`config.mk`:
```
export PLATFORM = sky130hd
export DESIGN_NAME = alu
export DESIGN_NICKNAME = d
export VERILOG_FILES = /design/src/rtl/cpu_types_pkg.sv /design/src/rtl/alu_addsub.sv /design/src/rtl/alu.sv
export SDC_FILE = /design/constraint.sdc
export NUM_CORES = 1
export LEC_CHECK = 0
export ABC_AREA = 1
export BUFFER_PORTS_ARGS = -buffer_cell sky130_fd_sc_hd__buf_2
export CAP_MARGIN = 25
export CORE_MARGIN = 2
export CORE_UTILIZATION = 40
export DETAILED_ROUTE_END_ITERATION = 8
export PLACE_DENSITY = 0.59
export SETUP_SLACK_MARGIN = 0.02
export SLEW_MARGIN = 5
export SYNTH_ARGS = -nofsm -noshare
export SYNTH_HDL_FRONTEND = slang
export SYNTH_SLANG_ARGS = --single-unit
export TNS_END_PERCENT = 30
```
`constraint.sdc`:
```
create_clock -name CLK -period 3.4 [get_ports CLK]
set_input_delay 0.17 -clock CLK [delete_from_list [all_inputs] [get_ports CLK]]
set_output_delay 0.17 -clock CLK [all_outputs]
set_load 0.02 [all_outputs]
```
`src/rtl/cpu_types_pkg.sv`:
```
// rtl/cpu_types_pkg.sv - shared word type and ALU opcode encoding for the execute stage
package cpu_types_pkg;

    localparam int WORD_W = 32;

    typedef logic [WORD_W-1:0] word_t;

    typedef enum logic [3:0] {
        ALU_SLL  = 4'd0,
        ALU_SRL  = 4'd1,
        ALU_ADD  = 4'd2,
        ALU_SUB  = 4'd3,
        ALU_AND  = 4'd4,
        ALU_OR   = 4'd5,
        ALU_XOR  = 4'd6,
        ALU_NOR  = 4'd7,
        ALU_SLT  = 4'd8,
        ALU_SLTU = 4'd9
    } aluop_t;

endpackage

```
`src/rtl/alu_addsub.sv`:
```
// rtl/alu_addsub.sv - shared 32-bit adder; sub inverts b and injects carry-in
module alu_addsub
    import cpu_types_pkg::*;
(
    input  word_t a,
    input  word_t b,
    input  logic  sub,
    output word_t sum,
    output logic  overflow
);

    word_t b_eff;

    always_comb begin
        b_eff    = sub ? ~b : b;
        sum      = a + b_eff + {{(WORD_W-1){1'b0}}, sub};
        // Same-sign effective operands producing a different-sign result
        overflow = (a[WORD_W-1] == b_eff[WORD_W-1]) && (sum[WORD_W-1] != a[WORD_W-1]);
    end

endmodule

```
`src/rtl/alu.sv`:
```
// rtl/alu.sv - combinational 32-bit MIPS ALU with registered {N,Z,V} status copy
module alu
    import cpu_types_pkg::*;
(
    input  logic       CLK,
    input  logic       RST,
    input  aluop_t     ALUOP,
    input  word_t      A,
    input  word_t      B,
    output word_t      O,
    output logic       N,
    output logic       Z,
    output logic       V,
    output logic [2:0] FLAGS_Q
);

    word_t as_sum;
    logic  as_ovf;
    logic  as_sub;
    logic  slt_bit;

    // Only ADD adds; SUB and SLT both need A - B
    assign as_sub = (ALUOP != ALU_ADD);

    alu_addsub u_addsub (
        .a        (A),
        .b        (B),
        .sub      (as_sub),
        .sum      (as_sum),
        .overflow (as_ovf)
    );

    assign slt_bit = as_sum[WORD_W-1] ^ as_ovf;

    always_comb begin
        O = '0;
        V = 1'b0;
        case (ALUOP)
            ALU_SLL:  O = A << B[4:0];
            ALU_SRL:  O = A >> B[4:0];
            ALU_ADD:  begin O = as_sum; V = as_ovf; end
            ALU_SUB:  begin O = as_sum; V = as_ovf; end
            ALU_AND:  O = A & B;
            ALU_OR:   O = A | B;
            ALU_XOR:  O = A ^ B;
            ALU_NOR:  O = ~(A | B);
            ALU_SLT:  O = {{(WORD_W-1){1'b0}}, slt_bit};
            ALU_SLTU: O = {{(WORD_W-1){1'b0}}, (A < B)};
            default:  begin O = '0; V = 1'b0; end
        endcase
    end

    assign N = O[WORD_W-1];
    assign Z = (O == '0);

    always_ff @(posedge CLK or posedge RST) begin
        if (RST) begin
            FLAGS_Q <= 3'b000;
        end else begin
            FLAGS_Q <= {N, Z, V};
        end
    end

endmodule

```
======== Yosys cells after proc, flatten, opt, wreduce, memory -nomap -nowiden ========
Cells that the tools add are included.
storage, ports and cells
  word-level logic and storage cells ...... 31
  flip-flop bits (word level) ............. 3
  output and inout port bits .............. 38
  bits of input ports ..................... 70
cells by class
  multiplexer cells ....................... 3
  equality and inequality tests ........... 12
  bitwise logic cells ..................... 6
  $add $sub $neg .......................... 2
  order comparisons ....................... 1
  reduce and logical (&&, ||, !) cells .... 4
  shift operators ......................... 2
operators by type and width
  operator                                                         count
  32-bit one-hot mux with 9 select lines                           1
  32-bit NOT                                                       2
  32-bit by 1-bit adder with 32-bit output                         1
  32-bit adder                                                     1
  32-bit bitwise AND                                               1
  32-bit logical NOT                                               1
  32-bit less-than comparator                                      1
  32-bit two-way mux                                               1
  32-bit bitwise OR                                                1
  32-bit by 5-bit left shift with 32-bit output                    1
  32-bit by 5-bit >> shifter with 32-bit output                    1
  32-bit XOR                                                       1
  4-bit by 3-bit == test with 1-bit output, second input constant  4
  4-bit by 2-bit == test with 1-bit output, second input constant  2
  4-bit == test, second input constant                             2
  4-bit by 1-bit == test with 1-bit output, second input constant  1
  4-bit logical NOT                                                1
  4-bit by 2-bit != test with 1-bit output, second input constant  1
  2-bit OR reduction                                               1
  1-bit == test                                                    1
  1-bit logical AND                                                1
  1-bit two-way mux                                                1
  1-bit != test                                                    1
  1-bit XOR                                                        1

======== Logic depth before layout (Yosys ltp) ========
  depth after elaboration ................. 9
  depth in mapped cells ................... 24
  depth with buffers taken out ............ 23

======== Modules after synthesis ========
A second synthesis with hierarchy kept.
unflattened totals
  cells, all modules ...................... 1690
  area, all modules ....................... 8961.1 um^2
by module, submodules not included
  module      area an instance (um^2)  times used  seq. area each (um^2)  cells an instance
  alu         6446.2                   1           75.1                   1231
  alu_addsub  2514.9                   1           0.0                    459

======== Worst setup path after synthesis ========
OpenSTA, ideal clock, no wires.
  path type ............................... input -> output
  from .................................... in ALUOP[1]
  to ...................................... out Z
  data arrival time ....................... 2.913 ns
  required time ........................... 3.230 ns
  slack ................................... 0.317 ns
  stages on the path ...................... 20
  cells stage by stage .................... inv_2 nor2_4 nand2_2 buf_1 xor2_1 ha_1 nand2_1 nand2_1 inv_1 nand2_1 nand2_1 nand3_1 or2_2 nand3_1 nand3_1 nor2_1 nand4_1 nor2_1 nand2_1 nor2_1
RTL lines
  element                                     RTL line          text
  start, declared                             alu.sv:7          input aluop_t ALUOP,
  4-bit by 2-bit != test with 1-bit output    alu.sv:23         assign as_sub = (ALUOP != ALU_ADD);
  32-bit two-way mux                          alu_addsub.sv:15  b_eff = sub ? ~b : b;
  32-bit adder                                alu_addsub.sv:16  sum = a + b_eff + {{(WORD_W-1){1'b0}}, sub};
  32-bit by 1-bit adder with 32-bit output    alu_addsub.sv:16
  32-bit one-hot mux with 9 select lines (*)  alu.sv:38         case (ALUOP)
  via O[10]                                   alu.sv:10         output word_t O,
  32-bit logical NOT (*)                      alu.sv:54         assign Z = (O == '0);
  end, declared                               alu.sv:12         output logic Z,
The timed path passes the listed nets; every way through them passes the cells marked *.

======== Worst setup path in the final report ========
  from .................................... in ALUOP[0]
  to ...................................... out Z
between the ends
  word-level cells in the longest chain between the ends .. 9
RTL lines
  element                                     RTL line          text
  4-bit by 2-bit != test with 1-bit output    alu.sv:23
  32-bit two-way mux                          alu_addsub.sv:15
  32-bit adder                                alu_addsub.sv:16
  32-bit by 1-bit adder with 32-bit output    alu_addsub.sv:16
  1-bit != test                               alu_addsub.sv:18  overflow = (a[WORD_W-1] == b_eff[WORD_W-1]) && (sum[WORD_W-1] != a[WORD_W-1]);
  1-bit logical AND                           alu_addsub.sv:18
  1-bit XOR                                   alu.sv:33         assign slt_bit = as_sum[WORD_W-1] ^ as_ovf;
  32-bit one-hot mux with 9 select lines (*)  alu.sv:38
  32-bit logical NOT (*)                      alu.sv:54
Mark *: on every way between the ends. The rest lies on a longest branch, timed or not.

==> summary.md <==
| Metric | Value |
|---|---|
| Layout Utilization | `0.484` |
| Cells after Synth | `1734` |
| Most frequent cells after synthesis | `sky130_fd_sc_hd__nand2_1 (450), sky130_fd_sc_hd__nand3_1 (417), sky130_fd_sc_hd__inv_1 (213)` |
| First-pass GRT wire length | `61.3 mm` |
| Most repeated cell in the gate-level netlist after synthesis | `sky130_fd_sc_hd__nand2_1` |
| Crit path max-delay family | `simple AND/OR/NAND/NOR gates` |
| Wire length the detailed router placed on met1 | `17.6 mm` |
| Area growth from synthesis to layout | `19.5%` |
| Maximum fanout along the worst path | `6` |
| Min cycle time layout | `3.30 ns` |
| Count of final max-slew check failures | `0` |
| Post-detailed-route count of antenna-violating nets | `0` |
| Crit path max-delay cell type | `sky130_fd_sc_hd__ha_1` |
| Clock-pin slew reported for the worst setup and hold paths after clock tree synthesis | `0.03 ns` |
| Number of synthesized register bits | `3` |
| Proportion of synthesized chip area in sequential cells | `0.00820` |
| Cell Count, Final, Fillers Out | `2159` |
| Floorplan die width | `155 um` |
| Synthesized net count | `1936` |
| Cell types with the largest area share after synthesis | `sky130_fd_sc_hd__nand3_1 (23%), sky130_fd_sc_hd__nand2_1 (18%), sky130_fd_sc_hd__ha_1 (18%), sky130_fd_sc_hd__inv_1 (8.7%), sky130_fd_sc_hd__nor2_1 (6.2%)` |
| Sinks on Clock Net | `3` |
| Routed length per instance | `19.1 um` |
| Initial core utilization | `0.405` |
| Post-DP HPWL | `34.2 mm` |
| Die Height | `155 um` |
| Synthesized cell area | `0.00915 mm^2` |
| Chain of cells forming the critical path | `buf_2 -> nor2_4 -> nand2_4 -> buf_12 -> xor2_1 -> ha_1 -> buf_4 -> nand2_1 -> nor2_1 -> and3_1 -> nand2_2 -> a21oi_1 -> nor2_1 -> nor2_2 -> nand3_4 -> nor3_2 -> nand3_1 -> nor2_2 -> buf_6` |
| Required time worst endpoint | `3.23 ns` |
| Detailed-route vias per instance | `5.67` |
| Vias | `12200` |
| Maximum number of pins on one net before global-route repair | `68` |
| Crit path DAT | `3.13 ns` |
| Number of flip-flops in the largest register | `3` |
| Number of buffers and inverters on the critical path | `4` |
| Fraction of layout instances using a drive strength above 1 | `0.178` |
| Number of antenna violations at the first check in global routing | `0` |
| Initial DRC count | `1374` |
| Global route total overflow | `0` |
| Maximum buffer depth of the clock tree | `2` |
| Clock buffer count from CTS | `3` |
| Largest registers | `FLAGS_Q (3)` |
| Total global-route track usage | `0.327` |
| Ports | `108` |
| Worst Setup End Kind | `primary output` |
| Actual slew at the worst max-slew pin | `0.991 ns` |
| Final Net Count | `2077` |
| Vias in the first global route | `11000` |
| Delay contributed by the slowest stage of the critical path | `0.33 ns` |
| Hold Fails Final Rpt | `0` |
| Syn_area_per_cell | `5.28 um^2` |
| Overall die area | `0.0241 mm^2` |
| Met2 Wirelength | `18.6 mm` |
| Placeable core region | `0.0226 mm^2` |
| Setup-violating endpoint count in the final report | `0` |
| Cell leakage power | `6.03 nW` |
| Final clock period utilization by the worst path | `0.971` |
| Yosys warning count | `0` |
| Topmost layer with routed signal wires | `met4` |
| Remaining max-slew budget at the tightest pin | `0.337` |
| Clock H-tree levels | `1` |
| Total number of placement rows | `55` |
| Number of enable flip-flop cells after synthesis | `0` |
| Kind of launch point of the worst setup path | `input port` |
| Number of different library cells in the post-synthesis netlist | `49` |
| TritonCTS clock tree | `done` |
| Primary flip-flop cell chosen by synthesis mapping | `sky130_fd_sc_hd__dfrtp_1` |
| Final Wtd Congestion | `1.05` |
| Met3 layer wire length in the routed design | `3.75 mm` |
| Yosys top cell area share | `0.228` |
| FFs w/ async S/R, synth | `1.00` |
| Worst setup path category | `input port to primary output` |
| Largest area contributor in the synthesized netlist | `sky130_fd_sc_hd__nand3_1` |
| Kind of path behind the tightest hold check | `input port to async pin` |
| Timing-limited maximum frequency | `303 MHz` |
| Iteration count of the initial detailed-routing pass | `6` |
| Placed cell count | `2138` |
| Result of the run | `complete, no violations` |
| Input/output buffers | `107` |
| Wirelength, routed | `41.3 mm` |
| Most flops, register | `FLAGS_Q` |
| Areal power density over the cells | `188 mW/mm^2` |
| Max VDD drop | `0.144 mV` |
| DRC errors left | `0` |
| Cell chosen for the clock root | `sky130_fd_sc_hd__clkbuf_16` |
| Number of max-cap violations | `0` |
| Setup repair after global routing missed its margin | `true` |
| Total negative setup slack | `0 ns` |
| Number of antenna cells inserted | `0` |
| Tot Pwr | `2.06 mW` |
-- area by class of cell --
cell class / instances / area (um^2)
tap: 285 / 357
inverter: 226 / 856
timing repair buffer: 206 / 1390
multi-input combinational: 1435 / 8180
sequential: 3 / 75.1
fill: 2452 / 11600
clock buffer: 4 / 78.8
-- worst max path at each step --
| stage | start | endpoint | slack [ns] | depth (start not counted) |
|---|---|---|---|---|
| 3_5_place_dp | ALUOP[0] | Z | -0.28 | 19 |
| 3_3_place_gp | ALUOP[0] | Z | -0.27 | 22 |
| 4_1_cts | ALUOP[1] | Z | 0.02 | 23 |
| 6_report | ALUOP[0] | Z | 0.1 | 19 |
| 5_1_grt | ALUOP[2] | Z | -0.04 | 21 |
| 2_1_floorplan | ALUOP[1] | Z | 0.32 | 20 |
-- kinds of logic after synthesis --
group | after synthesis | synth area share
buf+inv | 296 | 0.137
simple gates | 1129 | 0.555
flops | 3 | 0.00820
fa+ha+maj | 132 | 0.181
xor+xnor | 33 | 0.0316
compound gates | 141 | 0.0867
-- where the power goes --
group,internal (mW),leakage [nW],switching [mW]
clock network,0.155,0.0382,0.0303
logic,0.645,5.95,1.19
registers,0.0377,0.0410,0.000319
-- metrics by stage --
| step | instance area [um^2] | hold slack [ns] | worst slack [ns] |
|---|---|---|---|
| floorplan | 9150 | -0.0764 | 0.317 |
| global placement | 10300 | 0.0348 | -0.269 |
| detailed placement | 10300 | 0.0396 | -0.279 |
| CTS | 10500 | 0.386 | 0.0205 |
| global route | 10900 | 0.403 | -0.0449 |
| finish | 10900 | 0.400 | 0.0980 |
-- per-layer routing --
layer,vias to the layer above,GRT usage
li1,5958,-
met3,77,0.0326
met2,605,0.542
met5,-,0
met4,0,0.0931
met1,5599,0.450
-- cell usage in the layout, fill, tap and decap left out, types with 5 or more instances in the layout --
cell / netlist / routed
sky130_fd_sc_hd__nand2_1: 450 / 428
sky130_fd_sc_hd__nand3_1: 417 / 409
sky130_fd_sc_hd__inv_1: 213 / 211
sky130_fd_sc_hd__nor2_1: 151 / 132
sky130_fd_sc_hd__ha_1: 131 / 123
sky130_fd_sc_hd__buf_2: 30 / 106
sky130_fd_sc_hd__buf_4: 12 / 90
sky130_fd_sc_hd__a21oi_1: 58 / 50
sky130_fd_sc_hd__nand2_2: 24 / 43
sky130_fd_sc_hd__o21ai_0: 39 / 36
sky130_fd_sc_hd__xor2_1: 32 / 30
sky130_fd_sc_hd__nand4_1: 21 / 21
sky130_fd_sc_hd__nor3_1: 20 / 19
sky130_fd_sc_hd__nor2_2: 4 / 16
sky130_fd_sc_hd__o21ai_1: 13 / 16
sky130_fd_sc_hd__inv_2: 8 / 10
sky130_fd_sc_hd__nor2_4: 3 / 10
sky130_fd_sc_hd__nand3b_1: 10 / 10
sky130_fd_sc_hd__nand2_4: 5 / 8
sky130_fd_sc_hd__a21oi_2: 0 / 8
sky130_fd_sc_hd__and2_1: 6 / 6
sky130_fd_sc_hd__o21a_1: 6 / 6
sky130_fd_sc_hd__nand3_2: 2 / 6
sky130_fd_sc_hd__o211ai_1: 6 / 6
sky130_fd_sc_hd__buf_12: 0 / 5
-- timing repair --
action                     CTS  global route
setup buffers                2            12
hold buffers                 1             0
resized for setup           20            76
gates cloned                 1             1
hold endpoints to repair     3             0
pin swaps                    6            33
setup endpoints to repair    1             2
No activity file was read; power rests on OpenSTA's default activity.
